**src/rtl/mem_pkg.sv**
```systemverilog
// Shared definitions for the MEM-stage data memory access unit:
// op codes, dmem access-size codes and the transaction state encoding.
package mem_pkg;

  typedef enum logic [2:0] {
    OP_LW  = 3'd0,
    OP_LH  = 3'd1,
    OP_LHU = 3'd2,
    OP_LB  = 3'd3,
    OP_LBU = 3'd4,
    OP_SW  = 3'd5,
    OP_SH  = 3'd6,
    OP_SB  = 3'd7
  } mem_op_e;

  localparam logic [1:0] DT_WORD = 2'b00;
  localparam logic [1:0] DT_HALF = 2'b01;
  localparam logic [1:0] DT_BYTE = 2'b10;

  typedef enum logic [1:0] {
    ST_IDLE,
    ST_RD,
    ST_WR,
    ST_RESP
  } state_e;

  function automatic logic is_store(input mem_op_e op);
    return (op == OP_SW) || (op == OP_SH) || (op == OP_SB);
  endfunction

  function automatic logic [1:0] store_type(input mem_op_e op);
    case (op)
      OP_SW:   return DT_WORD;
      OP_SH:   return DT_HALF;
      default: return DT_BYTE;
    endcase
  endfunction

endpackage

```
**src/rtl/mem_lane_align.sv**
```systemverilog
// Little-endian lane handling: extracts and extends load data from a memory word,
// and merges store data into a captured word for read-modify-write stores.
module mem_lane_align
  import mem_pkg::*;
(
  input  mem_op_e     op,
  input  logic [1:0]  offset,
  input  logic [31:0] word,
  input  logic [31:0] wdata,
  output logic [31:0] load_data,
  output logic [31:0] merged_word
);

  logic [15:0] half_sel;
  logic [7:0]  byte_sel;

  always_comb begin
    half_sel = offset[1] ? word[31:16] : word[15:0];
    case (offset)
      2'd0:    byte_sel = word[7:0];
      2'd1:    byte_sel = word[15:8];
      2'd2:    byte_sel = word[23:16];
      default: byte_sel = word[31:24];
    endcase

    case (op)
      OP_LW:   load_data = word;
      OP_LH:   load_data = {{16{half_sel[15]}}, half_sel};
      OP_LHU:  load_data = {16'h0000, half_sel};
      OP_LB:   load_data = {{24{byte_sel[7]}}, byte_sel};
      OP_LBU:  load_data = {24'h000000, byte_sel};
      default: load_data = 32'h0;
    endcase
  end

  // Lanes not covered by the store keep the bytes read from memory.
  always_comb begin
    merged_word = word;
    case (op)
      OP_SW: merged_word = wdata;
      OP_SH: begin
        if (offset[1]) merged_word[31:16] = wdata[15:0];
        else           merged_word[15:0]  = wdata[15:0];
      end
      OP_SB: begin
        case (offset)
          2'd0:    merged_word[7:0]   = wdata[7:0];
          2'd1:    merged_word[15:8]  = wdata[7:0];
          2'd2:    merged_word[23:16] = wdata[7:0];
          default: merged_word[31:24] = wdata[7:0];
        endcase
      end
      default: merged_word = word;
    endcase
  end

endmodule

```
**src/rtl/mem_access_unit.sv**
```systemverilog
// MEM-stage initiator for the word-indexed data memory: one load/store per
// transaction, with sub-word stores at non-zero offsets done as read-modify-write.
module mem_access_unit
  import mem_pkg::*;
#(
  parameter int WIDX_W = 11
) (
  input  logic        clk,
  input  logic        rst,
  input  logic        req_valid,
  output logic        req_ready,
  input  logic [2:0]  req_op,
  input  logic [31:0] req_addr,
  input  logic [31:0] req_wdata,
  output logic        resp_valid,
  output logic [31:0] resp_rdata,
  output logic        resp_err,
  output logic        dmem_ena,
  output logic        dmem_wena,
  output logic [31:0] dmem_addr,
  output logic [1:0]  dmem_type,
  output logic [31:0] dmem_wdata,
  input  logic [31:0] dmem_rdata
);

  state_e      state;
  mem_op_e     op_q;
  logic [1:0]  offset_q;
  logic [31:0] wdata_q;

  mem_op_e     req_op_e;
  logic        accept;
  logic        req_err;
  logic        req_rmw;
  logic [31:0] req_widx;
  logic [31:0] load_data;
  logic [31:0] merged_word;

  assign req_op_e = mem_op_e'(req_op);
  assign accept   = req_valid && req_ready;
  assign req_widx = {{(32 - WIDX_W){1'b0}}, req_addr[WIDX_W+1:2]};

  // Misalignment for the access size, or any address bit beyond the dmem range.
  always_comb begin
    req_err = (req_addr >> (WIDX_W + 2)) != 32'h0;
    case (req_op_e)
      OP_LW, OP_SW:         req_err = req_err || (req_addr[1:0] != 2'b00);
      OP_LH, OP_LHU, OP_SH: req_err = req_err || req_addr[0];
      default:              req_err = req_err;
    endcase
    req_rmw = ((req_op_e == OP_SH) && req_addr[1]) ||
              ((req_op_e == OP_SB) && (req_addr[1:0] != 2'b00));
  end

  mem_lane_align u_align (
    .op          (op_q),
    .offset      (offset_q),
    .word        (dmem_rdata),
    .wdata       (wdata_q),
    .load_data   (load_data),
    .merged_word (merged_word)
  );

  // All outputs are registered: each transition loads the outputs of the next state.
  always_ff @(posedge clk) begin
    if (rst) begin
      state      <= ST_IDLE;
      op_q       <= OP_LW;
      offset_q   <= 2'b00;
      wdata_q    <= 32'h0;
      req_ready  <= 1'b1;
      resp_valid <= 1'b0;
      resp_rdata <= 32'h0;
      resp_err   <= 1'b0;
      dmem_ena   <= 1'b0;
      dmem_wena  <= 1'b0;
      dmem_addr  <= 32'h0;
      dmem_type  <= DT_WORD;
      dmem_wdata <= 32'h0;
    end else begin
      case (state)
        ST_IDLE: begin
          if (accept) begin
            op_q      <= req_op_e;
            offset_q  <= req_addr[1:0];
            wdata_q   <= req_wdata;
            req_ready <= 1'b0;
            if (req_err) begin
              state      <= ST_RESP;
              resp_valid <= 1'b1;
              resp_err   <= 1'b1;
              resp_rdata <= 32'h0;
            end else if (!is_store(req_op_e) || req_rmw) begin
              state     <= ST_RD;
              dmem_ena  <= 1'b1;
              dmem_wena <= 1'b0;
              dmem_addr <= req_widx;
              dmem_type <= DT_WORD;
            end else begin
              state      <= ST_WR;
              dmem_ena   <= 1'b1;
              dmem_wena  <= 1'b1;
              dmem_addr  <= req_widx;
              dmem_type  <= store_type(req_op_e);
              dmem_wdata <= req_wdata;
            end
          end
        end
        ST_RD: begin
          if (is_store(op_q)) begin
            state      <= ST_WR;
            dmem_wena  <= 1'b1;
            dmem_type  <= DT_WORD;
            dmem_wdata <= merged_word;
          end else begin
            state      <= ST_RESP;
            dmem_ena   <= 1'b0;
            dmem_addr  <= 32'h0;
            dmem_type  <= DT_WORD;
            resp_valid <= 1'b1;
            resp_rdata <= load_data;
            resp_err   <= 1'b0;
          end
        end
        ST_WR: begin
          state      <= ST_RESP;
          dmem_ena   <= 1'b0;
          dmem_wena  <= 1'b0;
          dmem_addr  <= 32'h0;
          dmem_type  <= DT_WORD;
          dmem_wdata <= 32'h0;
          resp_valid <= 1'b1;
          resp_rdata <= 32'h0;
          resp_err   <= 1'b0;
        end
        ST_RESP: begin
          state      <= ST_IDLE;
          resp_valid <= 1'b0;
          resp_rdata <= 32'h0;
          resp_err   <= 1'b0;
          req_ready  <= 1'b1;
        end
        default: state <= ST_IDLE;
      endcase
    end
  end

endmodule

```
**config.mk**
```make
export PLATFORM = sky130hd
export DESIGN_NAME = mem_access_unit
export DESIGN_NICKNAME = d
export VERILOG_FILES = /design/src/rtl/mem_pkg.sv /design/src/rtl/mem_lane_align.sv /design/src/rtl/mem_access_unit.sv
export SDC_FILE = /design/constraint.sdc
export NUM_CORES = 1
export LEC_CHECK = 0
export ABC_AREA = 1
export CAP_MARGIN = 20
export CORE_ASPECT_RATIO = 0.75
export CORE_MARGIN = 1.5
export CORE_UTILIZATION = 45
export DETAILED_ROUTE_END_ITERATION = 7
export GPL_TIMING_DRIVEN = 0
export PLACE_DENSITY = 0.77
export SLEW_MARGIN = 20
export SYNTH_ARGS = -nofsm -noshare
export SYNTH_HDL_FRONTEND = slang
export SYNTH_SLANG_ARGS = --single-unit
export TNS_END_PERCENT = 30
```
**constraint.sdc**
```tcl
create_clock -name clk -period 3.1 [get_ports clk]
set_input_delay 0.775 -clock clk [delete_from_list [all_inputs] [get_ports clk]]
set_output_delay 0.775 -clock clk [all_outputs]
set_load 0.005 [all_outputs]
```
==> out/metrics.yaml, run 1 <==
grt_pass1_vias: 8484
drt_pre_antenna_iters: 8
hp-class: "flop to flop"
clkPwrFrac_pct: 21.5
p_leak_nw: 4.57
max-vdd-ir-drop_v: 0.000762
synthXorXnorAreaFrac_pct: 0
multi_input_area_mm2: 0.00426
vias: 9321
ys_types: 34
viasPerCell: 5.46
htreeDepth: 4
drt_drc_violations_left: 2
crit_chain: "inv_1 > ha_1 > inv_1 > nor2_1 > clkbuf_1 > o21ai_0 > a21oi_1 > nor2_1 > nor2_1"
r2r_cells: 9
critPathSlowestCell: "clkbuf_1"
sw_frac_of_total_pct: 46.4
finClkSkew_ps: 9.65
cts_tree: "yes"
p_sw_mw: 4.71
core-area_mm2: 0.0167
synth_compound_area_share_pct: 20.9
crit_path_max_fanout: 10
cap_violations: 0
min_period_ps: 2740
root_buffer: "clkbuf_16"
post-route-period-util_pct: 88.3
synthCells: 1259
area.growth.synth_to_final_pct: 36.6
tightest_slew_ps: 981
final_common_cell: "nand2_1"
cts_hold_buf: 0
crit_top_cell: "nor2_1"
post_cts_buffers: 0
drive_gt1_share_pct: 7.43
yosys_warnings: 0
setup_viol: 0
synth_seq_cells: 121
synth_adder_area_share_pct: 0.980
dp_hpwl_um: 25300
p_comb_share_pct: 55.0
routed_wl_um: 32300
slew_violations: 0
synth_top_family_by_area: "simple AND/OR/NAND/NOR gates"
seq_area_mm2: 0.00242
crit_type: "flop to flop"
seqPwrFrac_pct: 23.5
clkSlewWorstSetupHoldPaths_ps: 60
nets: 1588
die_area_mm2: 0.0178
antenna_found_initial: 0
portBuffers: 182
wl_per_cell_um: 18.9
synthSimpleGateAreaFrac_pct: 32.6
initial_utilization_pct: 45.8
fmax_mhz: 366
num_io_pins: 205
syn_area_per_cell_um2: 6.09
ys_seq_area_share_pct: 31.6
overflow: 0
cts_sinks: 121
cts_buffer_depth: 2
powerDensity_mw_per_mm2: 969
hold_viol_final: 0
arrival_ps: 3110
cts_resized: 0
diodes: 0
status: "complete, but fails checks"
required_ps: 3470
synth.area.mux_share_pct: 0
cp-end-kind: "flop"
violations: "design-rule violations"
clock_latency_ps: 430
fin_setup_tns_ps: 0
p_int_mw: 5.44
rsz0062_at_grt: "no"
max_stage_delay_ps: 560
grt_max_degree: 17
start_kind: "flop"
cts_buffers: 17
holdPathStages: 2
grt_usage_pct: 36.6
die_y_um: 116
final_util_pct: 62.6
n_fill_cell: 1590
detail-route-antenna-nets: 0
relSlewSlack_pct: 34.1
grt_pass1_wl_um: 49000
rows: 41
die_w_um: 154
final_cell_mix: "nand2_1, clkdlybuf4s50_1, nor2_1"
netlist_area_mm2: 0.00766
drt-initial-drc-count: 990
gp_congestion: 1.01
==> power by group through the flow <==
stage | clock [mW] | sequential [mW] | combinational (mW)
floorplan | 0 | 2.39 | 3.19
global placement | 0 | 2.39 | 5.36
detailed placement | 0 | 2.41 | 5.41
CTS | 2.18 | 2.38 | 5.46
global route | 2.26 | 2.44 | 6.12
finish | 2.18 | 2.38 | 5.58
==> metal layers <==
metal,up-vias,track usage [%],wire (µm)
met5,-,0,0
met4,0,12.3,876
met3,60,10.4,3570
met2,550,54.3,13100
met1,4221,51.0,14800
li1,4490,-,-
==> path summary, 6_finish.rpt <==
kind,from,endpoint,slack [ps]
worst max-delay path,state[1]$_SDFFE_PP0N_,dmem_wdata[27]$_SDFFE_PP0P_,360
worst min-delay path,wdata_q[16]$_SDFFE_PP0P_,wdata_q[16]$_SDFFE_PP0P_,440
worst max register to register,state[1]$_SDFFE_PP0N_,dmem_wdata[27]$_SDFFE_PP0P_,360
worst min register to register,wdata_q[16]$_SDFFE_PP0P_,wdata_q[16]$_SDFFE_PP0P_,440
==> cell families (layout without fill, tap and decap cells) <==
| kind of cell | after synthesis | count (layout) |
|---|---|---|
| adder cells (fa/ha/maj) | 6 | 6 |
| buffers and inverters | 244 | 458 |
| flip-flops | 121 | 121 |
| AND/OR/NAND/NOR | 599 | 599 |
| other | 1 | 21 |
| AO/OA/AOI/OAI | 288 | 288 |
==> flip-flops by register name, summed over array words and instances (netlist names) <==
name	count
resp_err	1
resp_valid	1
dmem_wdata	32
state	2
dmem_addr	11
op_q	3
dmem_type	2
resp_rdata	32
wdata_q	32
req_ready	1
dmem_wena	1
offset_q	2
dmem_ena	1
==> cell type report <==
type,instances,area share (%)
sequential,121,23.1
clock inverter,15,2.03
inverter,143,5.13
multi-input combinational,914,40.7
tap,215,2.57
clock buffer,17,4.06
buffer,101,4.97
timing repair buffer,182,17.4
==> metrics by stage <==
step	cells	setup WS [ps]	power [mW]	hold slack, ps	area (µm²)
final	1708	364	10.1	443	10500
after global routing	1708	268	10.8	464	10500
after CTS	1708	473	10.0	445	10500
after detailed placement	1676	82.6	7.81	436	9830
after global placement	1676	121	7.75	433	9830
after floorplan	1279	1050	5.58	424	7740
==> worst max-delay path: cells and delay by family, from the launching register on <==
family	cells	cell delay, ps
fa+ha+maj	1	380
compound gates	2	570
flops	1	360
simple gates	3	580
buf+inv	3	780
==> Yosys cell counts (all sizes together) <==
cell type  number  share of area (%)
a21oi         123                8.2
a21boi          2               0.20
o221ai          6               0.69
buf            55                4.5
dfxtp         121                 32
or2             8               0.65
nand4          27                2.3
nand2         330                 16
nand3          85                5.7
nor2          140                7.0
ha              6               0.98
a221o           1               0.13
o21ai         109                7.1
o211ai         40                3.9
clkbuf         46                2.3
a22oi           5               0.49
conb            1              0.049
nor3            6               0.39
and3            3               0.24
o22ai           2               0.16
clkinv          2              0.098
inv           141                6.9
(Power assumes the default switching activity.)
==> run 2, diff against run 1 <==
--- a/config.mk
+++ b/config.mk
@@ -7,13 +7,13 @@
 export LEC_CHECK = 0
 export ABC_AREA = 1
 export CAP_MARGIN = 20
-export CORE_ASPECT_RATIO = 0.75
+export CORE_ASPECT_RATIO = 1.2
 export CORE_MARGIN = 1.5
 export CORE_UTILIZATION = 45
 export DETAILED_ROUTE_END_ITERATION = 7
 export GPL_TIMING_DRIVEN = 0
+export MAX_ROUTING_LAYER = met4
 export PLACE_DENSITY = 0.77
-export SLEW_MARGIN = 20
 export SYNTH_ARGS = -nofsm -noshare
 export SYNTH_HDL_FRONTEND = slang
 export SYNTH_SLANG_ARGS = --single-unit
==> run 2 against run 1 <==
- the run now ends clean
- power decreased by 3.6%
- core utilization down 0.63 points
- first-iteration DRC count fell by 6.0%
- sequential cell count did not move
- sequential share of layout area rose by 0.15 points
- maximum frequency rose by 7.8%
- setup slack improved by 200 ps
- largest cell class unchanged
- clock power down 10%
- register-to-register slack improved by 250 ps
- die area is essentially flat
- critical endpoint is now dmem_wdata[7]$_SDFFE_PP0P_
- combinational power is 3% lower
- final area shrank 0.63%
- highest routed layer unchanged
==> out/metrics.yaml, run 2 (same netlist as run 1, synthesis figures left out) <==
antenna_found_initial: 0  # unchanged
cap_violations: 0  # unchanged
p_leak_nw: 4.54  # was 4.57 nW
start_kind: "primary input"  # was flop
grt_pass1_wl_um: 46100  # was 49,000 µm
startpoint: "req_op[0]"  # was state[1]$_SDFFE_PP0N_
crit_chain: "clkdlybuf4s50_1 > inv_2 > nand2_2 > o211ai_1 > nand2_1 > nand3_1 > nand2_1 > nand3_2 > buf_6 > buf_4 > nor2_1 > nor2_1"  # was inv_1 > ha_1 > inv_1 > nor2_1 > clkbuf_1 > o21ai_0 > a21oi_1 > nor2_1 > nor2_1
portBuffers: 182  # unchanged
regToRegSetupSlack_ps: 610  # was 360 ps
cts_sinks: 121  # unchanged
rsz0062_at_grt: "no"  # unchanged
die_y_um: 146  # was 116 µm
tightest_slew_ps: 1230  # was 981 ps
wl_per_cell_um: 17.5  # was 18.9 µm
detail-route-antenna-nets: 0  # unchanged
multi_input_area_mm2: 0.00426  # unchanged
cts_buffers: 17  # unchanged
grt_usage_pct: 34.6  # was 36.6%
cts_tree: "yes"  # unchanged
num_io_pins: 205  # unchanged
post-route-period-util_pct: 81.9  # was 88.3%
powerDensity_mw_per_mm2: 940  # was 969 mW/mm²
reg_top3: "dmem_wdata: 32 flops, resp_rdata: 32 flops, wdata_q: 32 flops"  # unchanged
rows: 52  # was 41
die_w_um: 122  # was 154 µm
post_cts_buffers: 0  # unchanged
drt_drc_violations_left: 0  # was 2
final_cell_mix: "nand2_1, clkdlybuf4s50_1, nor2_1"  # unchanged
setup_viol: 0  # unchanged
whs_ps: 446  # was 443 ps
nets: 1588  # unchanged
clkSlewWorstSetupHoldPaths_ps: 60  # about the same
crit_path_max_fanout: 10  # unchanged
required_ps: 3420  # was 3470 ps
die_area_mm2: 0.0178  # about the same
max_stage_delay_ps: 600  # was 560 ps
min_to: "wdata_q[30]$_SDFFE_PP0P_"  # was wdata_q[16]$_SDFFE_PP0P_
cts_buffer_depth: 2  # unchanged
relSlewSlack_pct: 17.5  # was 34.1%
cp-end-kind: "flop"  # unchanged
hp-start: "wdata_q[30]$_SDFFE_PP0P_"  # was wdata_q[16]$_SDFFE_PP0P_
arrival_ps: 2860  # was 3110 ps
viasPerCell: 5.36  # was 5.46
crit_type: "primary input to flop"  # was flop to flop
seq_area_mm2: 0.00242  # unchanged
diodes: 0  # unchanged
cts_resized: 0  # unchanged
grt_max_degree: 17  # unchanged
fmax_mhz: 394  # was 366 MHz
area.growth.synth_to_final_pct: 35.7  # was 36.6%
path_delay_family: "buffers and inverters"  # unchanged
n_fill_cell: 1696  # was 1,590
slew_violations: 0  # unchanged
status: "finished clean"  # was complete, but fails checks
finClkSkew_ps: 13.0  # was 9.65 ps
hp-class: "flop to flop"  # unchanged
core-area_mm2: 0.0168  # was 0.0167 mm²
hold_viol_final: 0  # unchanged
min_period_ps: 2540  # was 2740 ps
htreeDepth: 4  # unchanged
routed_wl_um: 29900  # was 32,300 µm
root_buffer: "clkbuf_16"  # unchanged
vias: 9151  # was 9,321
r2r_cells: 9  # unchanged
final_common_cell: "nand2_1"  # unchanged
dp_hpwl_um: 23600  # was 25,300 µm
grt_pass1_vias: 8597  # was 8,484
drive_gt1_share_pct: 7.24  # was 7.43%
cts_hold_buf: 0  # unchanged
clock_latency_ps: 420  # was 430 ps
max-vdd-ir-drop_v: 0.000488  # was 0.000762 V
fin_setup_tns_ps: 0  # unchanged
initial_utilization_pct: 45.7  # was 45.8%
overflow: 0  # unchanged
gp_congestion: 1.02  # was 1.01
drt-initial-drc-count: 931  # was 990
drt_pre_antenna_iters: 6  # was 8
holdPathStages: 2  # unchanged
critPathSlowestCell: "clkdlybuf4s50_1"  # was clkbuf_1
r2r-end: "dmem_wdata[27]$_SDFFE_PP0P_"  # unchanged
crit_buf_inv: 4  # was 3
reg2reg_from: "state[1]$_SDFFE_PP0N_"  # unchanged
-- run 2: changes by cell type in the layout (fill, tap and decap cells not counted) --
cell / previous run / this run
clkbuf_1: 46 / 48
inv_6: 5 / 1
clkinv_2: 1 / 3
clkbuf_8: 0 / 1
bufinv_16: 4 / 2
clkinvlp_4: 2 / 3
inv_8: 1 / 0
-- run 2: routing by layer --
| layer | vias up | track usage [%] | part of all wire, % | routed length, µm |
|---|---|---|---|---|
| li1 | 4492 | - | - | - |
| met1 | 4084 | 43.1 | 41 | 12200 |
| met2 | 485 | 54.2 | 46 | 13600 |
| met3 | 90 | 5.72 | 8.8 | 2640 |
| met4 | 0 | 16.7 | 4.8 | 1430 |
| met5 | - | - | 0 | 0 |
-- run 2: worst max path at each step --
| stage | depth (start not counted) | slack [ps] | endpoint |
|---|---|---|---|
| global route | 13 | 420 | dmem_wdata[16]$_SDFFE_PP0P_ |
| global placement | 12 | 180 | dmem_wdata[12]$_SDFFE_PP0P_ |
| CTS | 12 | 580 | dmem_wdata[7]$_SDFFE_PP0P_ |
| detailed placement | 12 | 150 | dmem_wdata[7]$_SDFFE_PP0P_ |
| finish | 12 | 560 | dmem_wdata[7]$_SDFFE_PP0P_ |
| floorplan | 12 | 1050 | dmem_wdata[10]$_SDFFE_PP0P_ |
-- run 2: cell type report --
cell class	count	share of cell area [%]
plain buffers	101	5.00
clock buffers	20	4.29
clock inverters	11	1.19
inverters	143	5.16
multi-input cells	914	40.9
flip-flops and latches	121	23.3
well taps	216	2.60
repair buffers	182	17.5
-- run 2: report_power, final --
group	switching (mW)	internal, mW
Combinational	3.44	2.00
Sequential	0.311	2.08
Clock	0.758	1.20
Total	4.51	5.27
-- run 2: worst reg2reg max path, cell delays in order, from the launching register on --
cell	delay, ps
dfxtp_1	350
inv_1	110
ha_1	330
inv_1	100
nor2_1	390
clkbuf_1	570
o21ai_0	230
a21oi_1	190
nor2_1	60
nor2_1	100
-- run 2: through the flow --
stage	cells	setup slack (ps)	power, mW	instance area [µm²]	utilization, %
2_1_floorplan	1279	1050	5.58	7740	-
3_3_place_gp	1677	179	7.66	9830	58.6
3_5_place_dp	1677	148	7.71	9830	58.6
4_1_cts	1708	581	9.68	10400	62.0
5_1_grt	1708	419	10.5	10400	62.0
6_report	1708	562	9.78	10400	62.0
==> run 3, diff against run 2 <==
==> constraint.sdc (replaced) <==
create_clock -name clk -period 2.4 [get_ports clk]
set_input_delay 0.6 -clock clk [delete_from_list [all_inputs] [get_ports clk]]
set_output_delay 0.6 -clock clk [all_outputs]
set_load 0.005 [all_outputs]
==> run 3 against run 2 <==
- via count up 0.79%
- clock power up 29%
- non-clock buffer count up 1
- critical endpoint is now dmem_wdata[12]$_SDFFE_PP0P_
- highest routed layer unchanged
==> out/metrics.yaml, run 3 (same netlist as run 1, synthesis figures left out) <==
initial_utilization_pct: 45.7  # unchanged
core-area_mm2: 0.0168  # unchanged
relSlewSlack_pct: 21.2  # was 17.5%
n_fill_cell: 1689  # was 1,696
whs_ps: 446  # about the same
grt_pass1_wl_um: 46100  # unchanged
wl_per_cell_um: 17.5  # about the same
drive_gt1_share_pct: 7.64  # was 7.24%
root_buffer: "clkbuf_16"  # unchanged
r2r_cells: 8  # was 9
crit_type: "flop to flop"  # was primary input to flop
p_sw_mw: 5.83  # was 4.51 mW
finClkSkew_ps: 12.6  # was 13.0 ps
final_common_cell: "nand2_1"  # unchanged
hold_viol_final: 0  # unchanged
post-route-period-util_pct: 98.2
seq_area_mm2: 0.00242  # about the same
die_y_um: 146  # unchanged
reg_top3: "dmem_wdata: 32 flops, resp_rdata: 32 flops, wdata_q: 32 flops"  # unchanged
routed_wl_um: 29800  # was 29,900 µm
finalNonFillerCells: 1709  # was 1,708
die_area_mm2: 0.0178  # unchanged
nets: 1589  # was 1,588
clkPwrFrac_pct: 20.0  # about the same
setup_viol: 0  # unchanged
grt_max_degree: 17  # unchanged
required_ps: 2760  # was 3420 ps
multi_input_area_mm2: 0.00427  # was 0.00426 mm²
drt_pre_antenna_iters: 5  # was 6
htreeDepth: 4  # unchanged
holdPathStages: 2  # unchanged
tightest_slew_ps: 1170  # was 1230 ps
cp-end-kind: "flop"  # unchanged
grt_usage_pct: 34.6  # unchanged
clock_latency_ps: 420  # about the same
rows: 52  # unchanged
stdcell_area_mm2: 0.0104  # about the same
cap_violations: 0  # unchanged
final_cell_mix: "nand2_1, clkdlybuf4s50_1, nor2_1"  # unchanged
slew_violations: 0  # unchanged
die_w_um: 122  # unchanged
vias: 9223  # was 9,151
seqPwrFrac_pct: 24.3  # was 24.4%
detail-route-antenna-nets: 0  # unchanged
diodes: 0  # unchanged
fin_setup_tns_ps: 0  # unchanged
drt_drc_violations_left: 0  # unchanged
rsz0062_at_grt: "yes"  # was no
cts_hold_buf: 0  # unchanged
crit_path_max_fanout: 8  # was 10
start_kind: "flop"  # was primary input
max-vdd-ir-drop_v: 0.000625  # was 0.000488 V
clkSlewWorstSetupHoldPaths_ps: 60  # about the same
p_leak_nw: 4.55  # was 4.54 nW
p_comb_share_pct: 55.7  # was 55.6%
cts_sinks: 121  # unchanged
arrival_ps: 2720  # was 2860 ps
drt-initial-drc-count: 931  # unchanged
overflow: 0  # unchanged
viasPerCell: 5.40  # was 5.36
post-place-ws_ps: -377  # was 148 ps
dp_cells: 1677  # unchanged
fmax_mhz: 424
p_int_mw: 6.84  # was 5.27 mW
hp-class: "flop to flop"  # unchanged
powerDensity_mw_per_mm2: 1220  # was 940 mW/mm²
area.growth.synth_to_final_pct: 36.0  # was 35.7%
antenna_found_initial: 0  # unchanged
sw_frac_of_total_pct: 46.0  # was 46.1%
post_dp_cell_area_mm2: 0.00983  # unchanged
min_period_ps: 2360
portBuffers: 182  # unchanged
num_io_pins: 205  # unchanged
cts_buffer_depth: 2  # unchanged
cts_tree: "yes"  # unchanged
gp_congestion: 1.02  # unchanged
status: "finished clean"  # unchanged
dp_hpwl_um: 23600  # unchanged
grt_pass1_vias: 8597  # unchanged
cts_buffers: 17  # unchanged
setup_slack_ps: 43.2  # was 562 ps
run 3: final cells by class:
| cell class | count | area share (%) |
|---|---|---|
| Multi-Input combinational cell | 914 | 41.0 |
| Sequential cell | 121 | 23.3 |
| Timing Repair Buffer | 183 | 17.6 |
| Inverter | 143 | 5.15 |
| Buffer | 101 | 5.02 |
| Clock buffer | 20 | 4.29 |
| Tap cell | 216 | 2.59 |
| Clock inverter | 11 | 1.19 |
run 3: timing repair:
item	in CTS	in global routing
buffers inserted	0	1
pin swaps	0	1
cloned	0	0
setup endpoints to repair	4	67
hold endpoints to repair	0	0
resized for setup	1	6
run 3: final timing paths:
| check | slack [ps] | to | start |
|---|---|---|---|
| min | 450 | wdata_q[27]$_SDFFE_PP0P_ | wdata_q[27]$_SDFFE_PP0P_ |
| max | 40 | dmem_wdata[12]$_SDFFE_PP0P_ | offset_q[1]$_SDFFE_PP0P_ |
| max reg2reg | 40 | dmem_wdata[12]$_SDFFE_PP0P_ | offset_q[1]$_SDFFE_PP0P_ |
| min reg2reg | 450 | wdata_q[27]$_SDFFE_PP0P_ | wdata_q[27]$_SDFFE_PP0P_ |
run 3: critical path: stages, from the launching register on:
cell and delay (ps):
dfxtp_1 340, clkinv_1 240, nor3_1 1000, nand2_1 190
nand3_1 150, a21oi_1 110, nor2_1 110, nor2_1 60
nor2_1 100
run 3: power groups by stage:
stage          sequential (mW)  clock [mW]  combinational [mW]
2_1_floorplan             3.08           0                4.12
3_3_place_gp              3.10           0                6.79
3_5_place_dp              3.11           0                6.84
4_1_cts                   3.08        2.53                6.90
5_1_grt                   3.16        2.64                7.76
6_report                  3.08        2.53                7.06
run 3: stage by stage:
stage | utilization, % | power, mW
6_report | 62.1 | 12.7
5_1_grt | 62.1 | 13.6
4_1_cts | 62.0 | 12.5
3_5_place_dp | 58.6 | 9.96
3_3_place_gp | 58.6 | 9.89
2_1_floorplan | - | 7.20
run 3: layer usage:
layer  GRT usage (%)  part of all wire (%)  up-vias
li1                -                     -     4505
met1            43.1                    41     4132
met2            54.2                    46      499
met3            5.72                   8.7       87
met4            16.7                   4.5        0
met5               -                     0        -
